===== src/rtl/kc87_pkg.sv =====
// ============================================================================
//  Module      : kc87_pkg
//  Description : Shared types and constants for the KC87 TAP tape loader.
//  Revision    : 1.0  initial release
// ============================================================================
`default_nettype none

package kc87_pkg;

  typedef enum logic [2:0] {
    IDLE  = 3'd0,
    SIG   = 3'd1,
    HBN   = 3'd2,
    HDR   = 3'd3,
    BN    = 3'd4,
    DAT   = 3'd5,
    DONE  = 3'd6,
    ERROR = 3'd7
  } tap_state_t;

  localparam logic [7:0] TAP_SIG0      = 8'hC3;
  localparam logic [6:0] HDR_START_OFS = 7'd17;
  localparam logic [6:0] HDR_END_OFS   = 7'd19;
  localparam logic [6:0] HDR_EXEC_OFS  = 7'd21;

  // States in which a TAP load is in progress
  function automatic logic is_active(input tap_state_t s);
    return s inside {SIG, HBN, HDR, BN, DAT};
  endfunction

endpackage

`default_nettype wire


===== src/rtl/kc87_tap_loader.sv =====
// ============================================================================
//  Module      : kc87_tap_loader
//  Description : Parses a KC-TAP container from the ioctl download stream and
//                writes its payload into KC87 RAM. Optional autostart pulse
//                is enabled by defining KC87_TAP_AUTOSTART_EN.
//  Revision    : 1.0  initial release
// ============================================================================
`default_nettype none

module kc87_tap_loader
  import kc87_pkg::*;
#(
  parameter logic [7:0] TAP_INDEX = 8'd1,
  parameter int         SIG_LEN   = 16,
  parameter int         BLK_LEN   = 128
) (
  input  logic        clk,
  input  logic        reset,
  input  logic        ioctl_download,
  input  logic [7:0]  ioctl_index,
  input  logic        ioctl_wr,
  input  logic [7:0]  ioctl_data,
  output logic        ioctl_wait,
  output logic        mem_wr,
  output logic [15:0] mem_addr,
  output logic [7:0]  mem_din,
  input  logic        mem_ack,
  output logic        busy,
  output logic        load_ok,
  output logic        load_err,
  output logic [15:0] start_addr,
  output logic [15:0] end_addr,
  output logic [15:0] exec_addr
`ifdef KC87_TAP_AUTOSTART_EN
  ,
  output logic        autostart
`endif
);

  localparam logic [6:0] SIG_LAST = 7'(SIG_LEN - 1);
  localparam logic [6:0] BLK_LAST = 7'(BLK_LEN - 1);
  localparam logic [6:0] HDR_LAST = 7'd127;

  tap_state_t  state_q, state_d;
  logic [6:0]  cnt_q, cnt_d;
  logic [16:0] ptr_q, ptr_d;
  logic [15:0] start_q, start_d, end_q, end_d, exec_q, exec_d;
  logic [15:0] mem_addr_q, mem_addr_d;
  logic [7:0]  mem_din_q, mem_din_d;
  logic        mem_wr_q, mem_wr_d, wait_q, wait_d, busy_q, busy_d;
  logic        ok_q, ok_d, err_q, err_d, dl_q, dl_d, end_pend_q, end_pend_d;
`ifdef KC87_TAP_AUTOSTART_EN
  logic        as_q, as_d;
`endif

  logic w_dl_rise, w_dl_fall;
  assign w_dl_rise = ioctl_download & ~dl_q;
  assign w_dl_fall = ~ioctl_download & dl_q;

  always_comb begin
    state_d    = state_q;
    cnt_d      = cnt_q;
    ptr_d      = ptr_q;
    start_d    = start_q;
    end_d      = end_q;
    exec_d     = exec_q;
    mem_addr_d = mem_addr_q;
    mem_din_d  = mem_din_q;
    mem_wr_d   = mem_wr_q;
    wait_d     = wait_q;
    ok_d       = 1'b0;
    err_d      = err_q;
    dl_d       = ioctl_download;
    end_pend_d = end_pend_q;
`ifdef KC87_TAP_AUTOSTART_EN
    as_d       = 1'b0;
`endif

    if (mem_wr_q && mem_ack) begin
      mem_wr_d = 1'b0;
      wait_d   = 1'b0;
    end

    if (ioctl_wr && is_active(state_q)) begin
      if (mem_wr_q) begin
        state_d = ERROR;
      end else begin
        case (state_q)
          SIG: begin
            if (cnt_q == 7'd0 && ioctl_data != TAP_SIG0) begin
              state_d = ERROR;
            end else if (cnt_q == SIG_LAST) begin
              state_d = HBN;
              cnt_d   = 7'd0;
            end else begin
              cnt_d = cnt_q + 7'd1;
            end
          end
          HBN: begin
            state_d = HDR;
            cnt_d   = 7'd0;
          end
          HDR: begin
            case (cnt_q)
              HDR_START_OFS:        start_d[7:0]  = ioctl_data;
              HDR_START_OFS + 7'd1: start_d[15:8] = ioctl_data;
              HDR_END_OFS:          end_d[7:0]    = ioctl_data;
              HDR_END_OFS + 7'd1:   end_d[15:8]   = ioctl_data;
              HDR_EXEC_OFS:         exec_d[7:0]   = ioctl_data;
              HDR_EXEC_OFS + 7'd1:  exec_d[15:8]  = ioctl_data;
              default: ;
            endcase
            if (cnt_q == HDR_LAST) begin
              ptr_d   = {1'b0, start_q};
              cnt_d   = 7'd0;
              state_d = (end_q < start_q) ? ERROR : BN;
            end else begin
              cnt_d = cnt_q + 7'd1;
            end
          end
          BN: begin
            state_d = DAT;
            cnt_d   = 7'd0;
          end
          DAT: begin
            if (ptr_q <= {1'b0, end_q}) begin
              mem_wr_d   = 1'b1;
              wait_d     = 1'b1;
              mem_addr_d = ptr_q[15:0];
              mem_din_d  = ioctl_data;
            end
            // Saturate at 0x10000 so a long tail can never wrap back into range
            if (!ptr_q[16]) ptr_d = ptr_q + 17'd1;
            if (cnt_q == BLK_LAST) begin
              state_d = BN;
              cnt_d   = 7'd0;
            end else begin
              cnt_d = cnt_q + 7'd1;
            end
          end
          default: ;
        endcase
      end
    end

    if (w_dl_fall && is_active(state_d)) end_pend_d = 1'b1;

    // End-of-download verdict waits until no write is outstanding
    if (end_pend_d && !mem_wr_d && is_active(state_d)) begin
      end_pend_d = 1'b0;
      if ((state_d == BN || state_d == DAT) && ptr_d > {1'b0, end_q}) begin
        state_d = DONE;
        ok_d    = 1'b1;
`ifdef KC87_TAP_AUTOSTART_EN
        as_d    = (exec_q != 16'hFFFF);
`endif
      end else begin
        state_d = ERROR;
      end
    end

    if (state_q == DONE) state_d = IDLE;
    if (state_q == ERROR && w_dl_fall) state_d = IDLE;

    if (w_dl_rise && ioctl_index == TAP_INDEX) begin
      state_d    = SIG;
      cnt_d      = 7'd0;
      ptr_d      = 17'd0;
      start_d    = 16'd0;
      end_d      = 16'd0;
      exec_d     = 16'd0;
      err_d      = 1'b0;
      mem_wr_d   = 1'b0;
      wait_d     = 1'b0;
      end_pend_d = 1'b0;
    end

    if (state_d == ERROR) begin
      err_d      = 1'b1;
      mem_wr_d   = 1'b0;
      wait_d     = 1'b0;
      end_pend_d = 1'b0;
    end

    busy_d = is_active(state_d);
  end

  always_ff @(posedge clk or posedge reset) begin
    if (reset) begin
      state_q    <= IDLE;
      cnt_q      <= 7'd0;
      ptr_q      <= 17'd0;
      start_q    <= 16'd0;
      end_q      <= 16'd0;
      exec_q     <= 16'd0;
      mem_addr_q <= 16'd0;
      mem_din_q  <= 8'd0;
      mem_wr_q   <= 1'b0;
      wait_q     <= 1'b0;
      busy_q     <= 1'b0;
      ok_q       <= 1'b0;
      err_q      <= 1'b0;
      dl_q       <= 1'b0;
      end_pend_q <= 1'b0;
`ifdef KC87_TAP_AUTOSTART_EN
      as_q       <= 1'b0;
`endif
    end else begin
      state_q    <= state_d;
      cnt_q      <= cnt_d;
      ptr_q      <= ptr_d;
      start_q    <= start_d;
      end_q      <= end_d;
      exec_q     <= exec_d;
      mem_addr_q <= mem_addr_d;
      mem_din_q  <= mem_din_d;
      mem_wr_q   <= mem_wr_d;
      wait_q     <= wait_d;
      busy_q     <= busy_d;
      ok_q       <= ok_d;
      err_q      <= err_d;
      dl_q       <= dl_d;
      end_pend_q <= end_pend_d;
`ifdef KC87_TAP_AUTOSTART_EN
      as_q       <= as_d;
`endif
    end
  end

  assign ioctl_wait = wait_q;
  assign mem_wr     = mem_wr_q;
  assign mem_addr   = mem_addr_q;
  assign mem_din    = mem_din_q;
  assign busy       = busy_q;
  assign load_ok    = ok_q;
  assign load_err   = err_q;
  assign start_addr = start_q;
  assign end_addr   = end_q;
  assign exec_addr  = exec_q;
`ifdef KC87_TAP_AUTOSTART_EN
  assign autostart  = as_q;
`endif

endmodule

`default_nettype wire

===== config.mk =====
export PLATFORM = sky130hd
export DESIGN_NAME = kc87_tap_loader
export DESIGN_NICKNAME = d
export VERILOG_FILES = /design/src/rtl/kc87_pkg.sv /design/src/rtl/kc87_tap_loader.sv
export SDC_FILE = /design/constraint.sdc
export NUM_CORES = 1
export LEC_CHECK = 0
export BUFFER_PORTS_ARGS = -buffer_cell sky130_fd_sc_hd__buf_2
export CORE_AREA = 2 2 112 114
export CTS_CLUSTER_SIZE = 16
export DETAILED_ROUTE_END_ITERATION = 10
export DIE_AREA = 0 0 114 116
export GPL_ROUTABILITY_DRIVEN = 0
export GPL_TIMING_DRIVEN = 0
export PLACE_DENSITY = 0.76
export SYNTH_ARGS = -nofsm -noshare
export SYNTH_HDL_FRONTEND = slang
export SYNTH_SLANG_ARGS = --single-unit
export TNS_END_PERCENT = 100

===== constraint.sdc =====
create_clock -name clk -period 8.14 [get_ports clk]
set_clock_uncertainty 0.2 [all_clocks]
set_input_delay 1.628 -clock clk [delete_from_list [all_inputs] [get_ports clk]]
set_output_delay 1.628 -clock clk [all_outputs]
set_load 0.05 [all_outputs]

# Word-level counts from Yosys, hierarchy flattened
# Cells that the tools add are included.
# op_classes
n_addsub	2
n_lt_le_gt_ge	3
eq_ne	30
muxes	66
n_bitwise	5
reduce_logical	35
# ops
cell	n
$mux W16	12
$mux W17	5
$mux W8	6
$eq A7 B5 Y1 const B	6
$mux W7	6
$pmux W17 S2	1
$reduce_and A4 Y1	8
$mux W3	10
$eq A3 B3 Y1 const B	9
$mux W1	23
$pmux W7 S3	1
$eq A3 B2 Y1 const B	6
$reduce_bool A2 Y1	9
$add A17 B1 Y17 const B	1
$gt A17 B16 Y1	1
$le A17 B16 Y1	1
$lt A16 B16 Y1	1
$pmux W3 S5	1
$reduce_bool A5 Y1	3
$eq A3 B1 Y1 const B	3
$logic_and A1 B1 Y1	9
$eq A8 B1 Y1 const B	1
$ne A8 B8 Y1 const B	1
$add A7 B1 Y7 const B	1
12 further kinds	16
# totals
register_bits	106
in_bits	21
output_inout_bits	77
word_cells	159

# Longest topological paths before layout
# Gate-level depths: netlist of run 1.
# depth
ltp_word	18
ltp_mapped	19
depth_no_buf	17

# Least setup slack after synthesis of run 1
# OpenSTA, ideal clock, no wires.
# synth_timing
kind	input to register
start	input port ioctl_wr
end	register wait_q (netlist: ioctl_wait)
setup_time_ps	136
t_arrival_ps	4205
slack_ps	3599
path_stages	15
n_path_buf	1
path_cell_list	and2b_2 > and2_1 > nand2_1 > clkbuf_1 > o21ai_0 > nand2_1 > ha_1 > nand4_1 > or4_1 > o21ai_0 > a21oi_1 > a21boi_1 > o2111ai_2 > a31oi_4 > nor3_1
# synth_between
elab_chain_cells	14
word_cells_on_any_way	27
classes_between	order compare (1); eq/ne (6); mux (12); reduce/logical (8)
# synth_lines
element	line_no	source
start: declaration	kc87_tap_loader.sv:21	input logic ioctl_wr,
$logic_and A1 B1 Y1 (*)	kc87_tap_loader.sv:84	if (ioctl_wr && is_active(state_q)) begin
parallel branches: the longest is 12 deep, another holds $gt A17 B16 Y1	--	
$mux W1 (*)	kc87_tap_loader.sv:178	if (state_d == ERROR) begin
named net wait_d	kc87_tap_loader.sv:50	logic mem_wr_q, mem_wr_d, wait_q, wait_d, busy_q, busy_d;
end signal: assignment	kc87_tap_loader.sv:218	wait_q <= wait_d;
end: declaration	kc87_tap_loader.sv:50	
# Mark *: on every way through the listed nets, which the timed path passes.
# A chain may end at the register's enable or synchronous reset.

# Worst setup path in the final report of run 1
# Ends and elaborated chain as after synthesis.

==> results.sh, run 1 <==
export IMPL_outcome="finished, final reports clean"
export IMPL_cp_data_arrival_time_ns=5.15
export IMPL_pre_repair_dr_iteration_count=7
export IMPL_maxCapViolations=0
export IMPL_final_layout_size_suffix_gt1_share_pct=19.2
export IMPL_comb_power_share_pct=39.7
export IMPL_slew_viol_final=0
export IMPL_power_share_switching_pct=40.9
export IMPL_fmaxAchievable_mhz=195
export IMPL_worstSetupStartpointType="input port"
export IMPL_yosys_top_cells_count="nand2_1 (139), dfrtp_1 (106), a21oi_1 (79), ha_1 (52), nor2_1 (41)"
export IMPL_critPathKind="in2reg"
export IMPL_worst_slew_pin_slew_ns=0.758
export IMPL_floorplan_core_area_um2=11900
export IMPL_insertion_delay_ns=0.36
export IMPL_placement_rows=40
export IMPL_cts_setup_buffers=0
export IMPL_design_die_area_um2=13200
export IMPL_net_count_synth=800
export IMPL_clockBufferDepth=2
export IMPL_setup_violations=0
export IMPL_yosys_top_cells_area="dfrtp_1 (41%), ha_1 (10%), nand2_1 (8.0%), a21oi_1 (6.1%), mux2_2 (3.6%)"
export IMPL_min_period_ns=5.13
export IMPL_drc=0
export IMPL_finalNetCount=905
export IMPL_synth_seq_cells=106
export IMPL_h_tree_depth=3
export IMPL_synthDominantAreaCellType="dfrtp_1"
export IMPL_grt_util_all_layers_pct=29.3
export IMPL_grt_ovfl_total=0
export IMPL_cts_hold_repair_buffers=0
export IMPL_setup_worst_path_end_class="flop"
export IMPL_grt_first_pass_wirelength_mm=30.2
export IMPL_synth_async_reset_ratio_pct=100
export IMPL_critPathMaxFanout=10
export IMPL_post_cts_resize_count=0
export IMPL_slew_limit_headroom_pct=49.3
export IMPL_number_of_buffers_added_by_the_clock_tree_synthesis_step=9
export IMPL_numPlacedInstances=968
export IMPL_cts_root_buf="clkbuf_16"
export IMPL_cts_reportedPaths_clkPinSlew_ns=0.07
export IMPL_rsz0062_at_grt="no"
export IMPL_synth_lib_cells_used_distinct=73
export IMPL_final_min_period_over_clock_period_pct=63.0
export IMPL_netSwitchingPower_mw=0.726
export IMPL_synth_top_flop_cell="dfrtp_1"
export IMPL_detailed_place_hpwl_mm=14.2
export IMPL_wl_per_cell_um=19.2
export IMPL_avgSynthCellArea_um2=8.92
export IMPL_power_share_clock_pct=24.3
export IMPL_area_growth_syn_to_layout_pct=14.9
export IMPL_min_path_type="reg2reg"
export IMPL_synthDominantCellAreaShare_pct=40.9
export IMPL_cellInternalPower_mw=1.05
export IMPL_design_portCount=98
export IMPL_seq_power_share_pct=36.0
export IMPL_die_width_um=114
export IMPL_post_layout_nonfiller_instances=984
export IMPL_power_density_cell_area_nw_per_um2=238
export IMPL_num_antenna_cells=0
export IMPL_crit_required_ns=8.16
export IMPL_port_buffer_count=93
export IMPL_grt_pass1_vias=5897
export IMPL_synth_cell_area_um2=6480
export IMPL_post_synth_inst_count=727
export IMPL_setup_total_negative_slack_ns=0
export IMPL_synth_seq_area_share_pct=40.9
export IMPL_cts_num_sinks=106
export IMPL_detail_route_antenna_nets=0
export IMPL_max_vdd_ir_drop_uv=154
export IMPL_synth_edf_count=0
export IMPL_cts_tree="built"
export IMPL_grt_max_degree=74
export IMPL_synthMostInstantiatedCell="nand2_1"
export IMPL_synth_yosys_warnings=0
export IMPL_total_length_of_routed_wires_mm=18.9
export IMPL_final_hold_viol_count=0
export IMPL_lkg_pwr_nw=3.54
export IMPL_routed_via_count=6046
export IMPL_first_iter_violations=477
export IMPL_initial_core_utilization_pct=54.4
export IMPL_vias_per_cell=6.14
export IMPL_antenna_found_initial=0
export IMPL_die_height_um=116
==> placed cells by master, fill, tap and decap left out, drive strengths merged, types with 6 or more instances in the layout <==
cell type,synthesis,final
nand2,140,140
dfrtp,106,106
buf,11,105
a21oi,80,80
ha,52,52
nor2,42,42
inv,37,39
o21ai,36,36
clkbuf,20,30
and2,26,26
nand3,24,24
mux2,24,24
nor3,14,14
nand4,13,13
nand2b,9,9
a31oi,7,7
a22o,6,6
==> final timing paths <==
kind | startpoint | endpoint | slack (ns) | depth (start not counted)
setup / recovery | ioctl_wr | ioctl_wait | 3.01 | 16
hold / removal | mem_addr[15] | mem_addr[15] | 0.29 | 1
setup reg to reg | cnt_q[0] | ioctl_wait | 3.38 | 18
hold reg to reg | mem_addr[15] | mem_addr[15] | 0.29 | 1
max in group asynchronous | reset | end_addr[13] | 5.95 | 3
min in group asynchronous | reset | busy | 1.08 | 2
==> routing by layer <==
layer | up-vias | global-route usage (%) | share of wire [%] | wire length, um
met5 | - | 0 | 0 | 0
met4 | 0 | 13.3 | 3.5 | 670
met3 | 66 | 5.49 | 8.6 | 1630
met2 | 354 | 48.0 | 48 | 8990
met1 | 2861 | 38.2 | 40 | 7630
li1 | 2765 | - | - | -
==> metrics by stage <==
step	power, mW	instance area, um^2	hold slack, ns	util, %	setup slack, ns
2_1_floorplan	1.17	6480	0.306	-	3.52
3_3_place_gp	1.31	7130	0.271	59.9	2.38
3_5_place_dp	1.34	7160	0.276	60.1	2.75
4_1_cts	1.77	7450	0.292	62.6	3.12
5_1_grt	1.85	7450	0.312	62.6	2.81
6_report	1.77	7450	0.291	62.6	3.01
==> flip-flops by register name (all words and copies together), names as in the netlist, 3 cells and up <==
register,count
cnt_q,7
end_addr,16
exec_addr,16
mem_addr,16
mem_din,8
ptr_q,17
start_addr,16
state_q,3
==> power groups by stage <==
stage	logic [mW]	clock network [mW]	registers, mW
after floorplan	0.419	0	0.748
after global placement	0.671	0	0.643
after detailed placement	0.693	0	0.647
after CTS	0.695	0.433	0.637
after global routing	0.756	0.452	0.647
final	0.704	0.431	0.638
==> final cells by class <==
class,instances,area [um^2]
multi-input combinational,553,3550
clock inverter,6,50.0
clock buffer,10,239
fill,1014,4460
buffer,31,144
tap,147,184
inverter,37,141
sequential,106,2650
timing repair buffer,94,493
==> critical path, cell delays in order <==
cell	delay [ns]
buf_2	0.15
and2b_2	0.23
and2_1	0.22
nand2_1	0.23
clkbuf_1	0.31
o21ai_0	0.29
nand2_1	0.09
ha_1	0.30
nand4_1	0.12
or4_1	0.54
o21ai_0	0.09
a21oi_1	0.09
a21boi_1	0.33
o2111ai_2	0.17
a31oi_4	0.25
nor3_1	0.08
==> logic make-up (layout without fill, tap and decap cells) <==
group / Yosys count / after routing / synth area share (%)
adder cells (fa/ha/maj): 52 / 52 / 10.0
buffers and inverters: 68 / 178 / 4.36
flip-flops: 106 / 106 / 40.9
AO/OA/AOI/OAI: 168 / 168 / 17.2
XOR/XNOR: 7 / 7 / 0.945
AND/OR/NAND/NOR: 301 / 301 / 22.3
multiplexers: 25 / 25 / 4.32
Note: power is estimated with default switching activity, not from simulation.
==> inputs of run 2 (changes only) <==
- CORE_AREA: 2 2 112 114 -> 2 2 115 117
- DIE_AREA: 0 0 114 116 -> 0 0 117 119
- clock period: 8.14 -> 4.1 ns (I/O delays scaled with it)
==> run 2 against run 1 <==
The flow now finishes with violations (negative setup slack). Clock-buffer cell count unchanged. Core utilization down 1.9 points. Critical path depth up 3. Flip-flop and latch count unchanged. Critical endpoint is now load_err.
==> results.sh, run 2 (same netlist as run 1, synthesis figures left out) <==
export IMPL_critPathKind="reg2reg"
export IMPL_crit_required_ns=4.20
export IMPL_area_growth_syn_to_layout_pct=20.5
export IMPL_final_min_period_over_clock_period_pct=105
export IMPL_h_tree_depth=3
export IMPL_num_antenna_cells=0
export IMPL_worst_r2r_cell_count=19
export IMPL_fmaxAchievable_mhz=232
export IMPL_outcome="finished with violations"
export IMPL_slew_viol_final=0
export IMPL_worst_path_buf_inv=3
export IMPL_setup_violations=4
export IMPL_maxCapViolations=0
export IMPL_worst_slew_pin_slew_ns=0.734
export IMPL_cp_data_arrival_time_ns=4.40
export IMPL_global_route_peak_usage_layer="met2"
export IMPL_worst_r2r_setup_slack_ns=-0.20
export IMPL_grt_pass1_vias=5695
export IMPL_regToRegStartpoint="ptr_q[1]"
export IMPL_final_layout_size_suffix_gt1_share_pct=24.1
export IMPL_cts_hold_repair_buffers=0
export IMPL_gr_usage_met3_pct=5.75
export IMPL_hold_slack_ns=0.276
export IMPL_max_vdd_ir_drop_uv=335
export IMPL_insertion_delay_ns=0.37
export IMPL_setup_worst_path_end_class="flop"
export IMPL_total_power_mw=3.71
export IMPL_cts_reportedPaths_clkPinSlew_ns=0.07
export IMPL_cpLargestDelayFamily="compound AO/OA/AOI/OAI gates"
export IMPL_cts_tree="built"
export IMPL_rsz0062_at_grt="yes"
export IMPL_die_width_um=117
export IMPL_final_hold_viol_count=0
export IMPL_initial_core_utilization_pct=50.4
export IMPL_drc=0
export IMPL_setup_total_negative_slack_ns=-0.789
export IMPL_routed_via_count=5936
export IMPL_final_common_cell="nand2_1"
export IMPL_most_common_layout_cells="nand2_1 (137), dfrtp_1 (101), buf_2 (97)"
export IMPL_total_length_of_routed_wires_mm=18.6
export IMPL_detailed_place_hpwl_mm=13.5
export IMPL_grt_util_all_layers_pct=27.7
export IMPL_gr_usage_met2_pct=42.2
export IMPL_regMostFlops="ptr_q"
export IMPL_detail_route_antenna_nets=0
export IMPL_slew_limit_headroom_pct=51.0
export IMPL_finalWorstSetupSlack_ns=-0.201
export IMPL_grt_first_pass_wirelength_mm=29.7
export IMPL_cts_num_sinks=106
export IMPL_lkg_pwr_nw=3.66
export IMPL_floorplan_core_area_um2=12900
export IMPL_worstPathCellList="buf_4 -> buf_4 -> and4b_1 -> and3_4 -> and2_0 -> buf_4 -> nand2_2 -> xor2_1 -> o21ai_1 -> a22o_1 -> ha_1 -> nand4_1 -> or4_1 -> o21ai_1 -> a21oi_2 -> a21boi_2 -> o2111ai_2 -> a31oi_4 -> o21a_1"
export IMPL_worstSetupStartpointType="flop"
export IMPL_post_layout_nonfiller_instances=1030
export IMPL_critical_path_most_common_cell="buf_4"
export IMPL_design_die_area_um2=13900
export IMPL_failed_checks="negative setup slack"
export IMPL_cts_root_buf="clkbuf_16"
export IMPL_clockBufferDepth=2
export IMPL_critPathMaxFanout=6
export IMPL_largest_register_ff_count=17
export IMPL_antenna_found_initial=0
export IMPL_finalNetCount=922
export IMPL_timing_critical_path_slowest_stage_cell="or4_1"
export IMPL_grt_ovfl_total=0
export IMPL_timing_rr_end="load_err"
export IMPL_slowest_delay_ns=0.54
export IMPL_first_iter_violations=617
export IMPL_pre_repair_dr_iteration_count=6
export IMPL_min_period_ns=4.30
export IMPL_design_portCount=98
export IMPL_wl_per_cell_um=18.1
export IMPL_placement_rows=42
export IMPL_vias_per_cell=5.76
export IMPL_min_path_type="in2async"
export IMPL_die_height_um=119
export IMPL_filler_cell_count=1129
export IMPL_port_buffer_count=93
export IMPL_power_density_cell_area_nw_per_um2=475
export IMPL_number_of_buffers_added_by_the_clock_tree_synthesis_step=9
export IMPL_numPlacedInstances=997
export IMPL_met1_track_demand_over_resource_pct=38.6
export IMPL_grt_max_degree=71
run 2: cell count changes in the layout (fill, tap and decap cells not counted), sizes merged:
cell      before  now
inv           39   41
clkinv         3    1
buf          105  122
bufinv         0    1
clkinvlp       1    0
run 2: area by class of cell:
cell class                 instances  area, um^2  share of cell area [%]
sequential                       106        2660                    34.0
buffer                            30         154                    1.97
multi-input combinational        553        3690                    47.2
tap                              176         220                    2.82
inverter                          37         141                    1.81
timing repair buffer             112         641                    8.20
clock buffer                      10         229                    2.93
clock inverter                     6        78.8                    1.01
run 2: worst reg2reg max path: cells and delay by family (launching register included):
kind                     cells  cell delay, ns
buffers and inverters        3            0.44
AND/OR/NAND/NOR              6            1.27
XOR/XNOR                     1            0.23
flip-flops                   1            0.44
adder cells (fa/ha/maj)      1            0.31
AO/OA/AOI/OAI                8            1.35
run 2: timing repair:
| action | 4_1_cts | 5_1_grt |
|---|---|---|
| setup buffers | 6 | 12 |
| endpoints found under the setup margin | 6 | 5 |
| pin swaps | 6 | 13 |
| gates resized for setup | 18 | 27 |
run 2: worst max-delay path by stage:
stage,startpoint,end,cells past startpoint
finish,ptr_q[1],load_err,19
global route,ptr_q[1],load_err,19
CTS,state_q[2],ioctl_wait,15
detailed placement,cnt_q[0],ioctl_wait,18
global placement,reset,mem_din[2],2
floorplan,cnt_q[0],ioctl_wait,18
run 2: through the flow:
stage	util, %	cell area [um^2]	setup WS [ns]
floorplan	-	6480	0.224
global placement	55.7	7170	-0.972
detailed placement	55.9	7200	-0.565
CTS	59.2	7620	0.00137
global route	60.7	7810	-0.310
finish	60.7	7810	-0.201
run 2: power breakdown:
group	leakage [nW]	switching, mW	internal, mW
Clock	0.152	0.426	0.488
Combinational	2.08	0.960	0.563
Sequential	1.43	0.108	1.16
run 2: layer usage:
layer | up-vias | wire length, um
met5 | - | 0
met4 | 0 | 658
met3 | 64 | 1420
met2 | 288 | 8400
met1 | 2786 | 8120
li1 | 2798 | -
==> inputs of run 3 (changes only) <==
- SETUP_SLACK_MARGIN: default -> 0.3
==> run 3 against run 2 <==
Core utilization is 2.5 points higher. Power is 0.45% higher. Maximum frequency is 6.1% higher. Critical path type unchanged. Critical endpoint is now ptr_q[8]. Flip-flop and latch count stayed put. Worst hold slack better by 0.010 ns. Register-to-register slack better by 0.25 ns. Design area is 4.1% higher. Worst setup slack better by 0.25 ns. The flow now finishes without violations. Routed wire length is 9.7% higher. Largest power group unchanged. Clock-buffer cell count is 1 lower. Global-route usage is 1.5 points higher.
==> results.sh, run 3 (same netlist as run 1, synthesis figures left out) <==
export IMPL_outcome="finished, final reports clean"
export IMPL_lkg_pwr_nw=3.85
export IMPL_finalNetCount=950
export IMPL_clockBufferDepth=2
export IMPL_worst_slew_pin_slew_ns=0.683
export IMPL_grt_pass1_vias=6154
export IMPL_design_die_area_um2=13900
export IMPL_final_layout_size_suffix_gt1_share_pct=27.8
export IMPL_min_period_ns=4.06
export IMPL_regMostFlops="ptr_q"
export IMPL_grt_util_all_layers_pct=29.3
export IMPL_area_growth_syn_to_layout_pct=25.4
export IMPL_power_density_cell_area_nw_per_um2=458
export IMPL_number_of_buffers_added_by_the_clock_tree_synthesis_step=9
export IMPL_h_tree_depth=3
export IMPL_total_power_mw=3.73
export IMPL_cts_hold_repair_buffers=0
export IMPL_pre_repair_dr_iteration_count=5
export IMPL_cp_data_arrival_time_ns=4.12
export IMPL_hold_slack_ns=0.287
export IMPL_detailed_place_hpwl_mm=13.8
export IMPL_timing_rr_end="ptr_q[8]"
export IMPL_filler_cell_count=1083
export IMPL_detail_route_antenna_nets=0
export IMPL_initial_core_utilization_pct=50.4
export IMPL_placed_inst_area_um2=7220
export IMPL_worstSetupStartpoint="cnt_q[0]"
export IMPL_worst_r2r_cell_count=25
export IMPL_die_width_um=117
export IMPL_rsz0062_at_grt="yes"
export IMPL_critPathKind="reg2reg"
export IMPL_post_layout_nonfiller_instances=1057
export IMPL_regToRegStartpoint="cnt_q[0]"
export IMPL_hold_depth=1
export IMPL_cts_root_buf="clkbuf_16"
export IMPL_setup_worst_path_end_class="flop"
export IMPL_largest_register_ff_count=17
export IMPL_grt_ovfl_total=0
export IMPL_stdcell_area_um2=8130
export IMPL_antenna_found_initial=0
export IMPL_total_length_of_routed_wires_mm=20.4
export IMPL_fmaxAchievable_mhz=247
export IMPL_min_path_type="reg2reg"
export IMPL_final_common_cell="nand2_1"
export IMPL_post_route_core_utilization_pct=63.1
export IMPL_port_buffer_count=93
export IMPL_setup_violations=0
export IMPL_cts_reportedPaths_clkPinSlew_ns=0.08
export IMPL_design_portCount=98
export IMPL_numPlacedInstances=998
export IMPL_grt_max_degree=42
export IMPL_cts_num_sinks=106
export IMPL_maxCapViolations=0
export IMPL_final_min_period_over_clock_period_pct=98.9
export IMPL_worstSetupStartpointType="flop"
export IMPL_die_height_um=119
export IMPL_placement_rows=42
export IMPL_worst_r2r_setup_slack_ns=0.04
export IMPL_wl_per_cell_um=19.3
export IMPL_final_hold_viol_count=0
export IMPL_grt_first_pass_wirelength_mm=31.6
export IMPL_crit_path_end="ptr_q[8]"
export IMPL_first_iter_violations=608
export IMPL_floorplan_core_area_um2=12900
export IMPL_num_antenna_cells=0
export IMPL_critPathMaxFanout=6
export IMPL_routed_via_count=6274
export IMPL_crit_required_ns=4.16
export IMPL_insertion_delay_ns=0.37
export IMPL_slew_limit_headroom_pct=54.3
export IMPL_drc=0
export IMPL_slew_viol_final=0
export IMPL_vias_per_cell=5.94
export IMPL_cts_tree="built"
export IMPL_most_common_layout_cells="nand2_1 (137), dfrtp_1 (104), buf_2 (97)"
export IMPL_max_vdd_ir_drop_uv=406
[run 3: per-stage QoR]
stage / setup TNS (ns) / setup slack, ns
floorplan: 0 / 0.302
detailed placement: -2.04 / -0.455
global route: -0.330 / -0.0789
finish: 0 / 0.0448
global placement: -1.76 / -0.409
CTS: 0 / 0.157
[run 3: repair_timing]
| action | CTS | global route |
|---|---|---|
| endpoints found under the setup margin | 6 | 7 |
| setup buffers | 39 | 5 |
| resized for setup | 46 | 21 |
| gates cloned | 0 | 0 |
| pin swaps | 18 | 15 |
[run 3: how the worst min path moves through the flow]
| stage | slack (ns) | endpoint | startpoint |
|---|---|---|---|
| after floorplan | 0.31 | cnt_q[3] | cnt_q[3] |
| after global placement | 0.26 | mem_addr[15] | mem_addr[15] |
| after detailed placement | 0.27 | mem_din[0] | mem_din[0] |
| after CTS | 0.29 | load_err | load_err |
| after global routing | 0.30 | mem_din[2] | mem_din[2] |
| final | 0.29 | mem_din[2] | mem_din[2] |
[run 3: final cells by class]
cell class	count	area, um^2	share of cell area, %
Inverter	37	143	1.75
Sequential cell	106	2660	32.7
Timing Repair Buffer	139	852	10.5
Multi-Input combinational cell	553	3790	46.6
Clock buffer	9	225	2.77
Buffer	31	186	2.29
Clock inverter	6	57.6	0.708
Tap cell	176	220	2.71
[run 3: where the power goes]
part           switching (mW)  internal (mW)
clock network           0.442          0.425
registers               0.106           1.16
logic                    1.01          0.586
total                    1.55           2.17
[run 3: worst max-delay path: stages, from the launching register on]
cell     delay (ns)
dfrtp_1        0.40
ha_4           0.17
nand3_4        0.08
or2_1          0.25
and2_4         0.17
o21ai_2        0.14
nand2_2        0.11
buf_12         0.16
o21ai_2        0.15
o21ai_2        0.10
buf_4          0.16
buf_4          0.13
buf_4          0.13
buf_4          0.13
buf_4          0.12
buf_4          0.12
buf_4          0.12
buf_4          0.12
buf_4          0.13
buf_4          0.12
buf_4          0.12
buf_4          0.13
buf_4          0.13
buf_4          0.12
buf_4          0.12
and2_1         0.14
[run 3: metal layers]
metal / vias up / GRT usage, % / share of wire [%]
met5: - / 0 / 0
met4: 0 / 13.2 / 4.3
met3: 68 / 5.85 / 8.5
met2: 349 / 45.4 / 46
met1: 3004 / 39.4 / 41
li1: 2853 / - / -
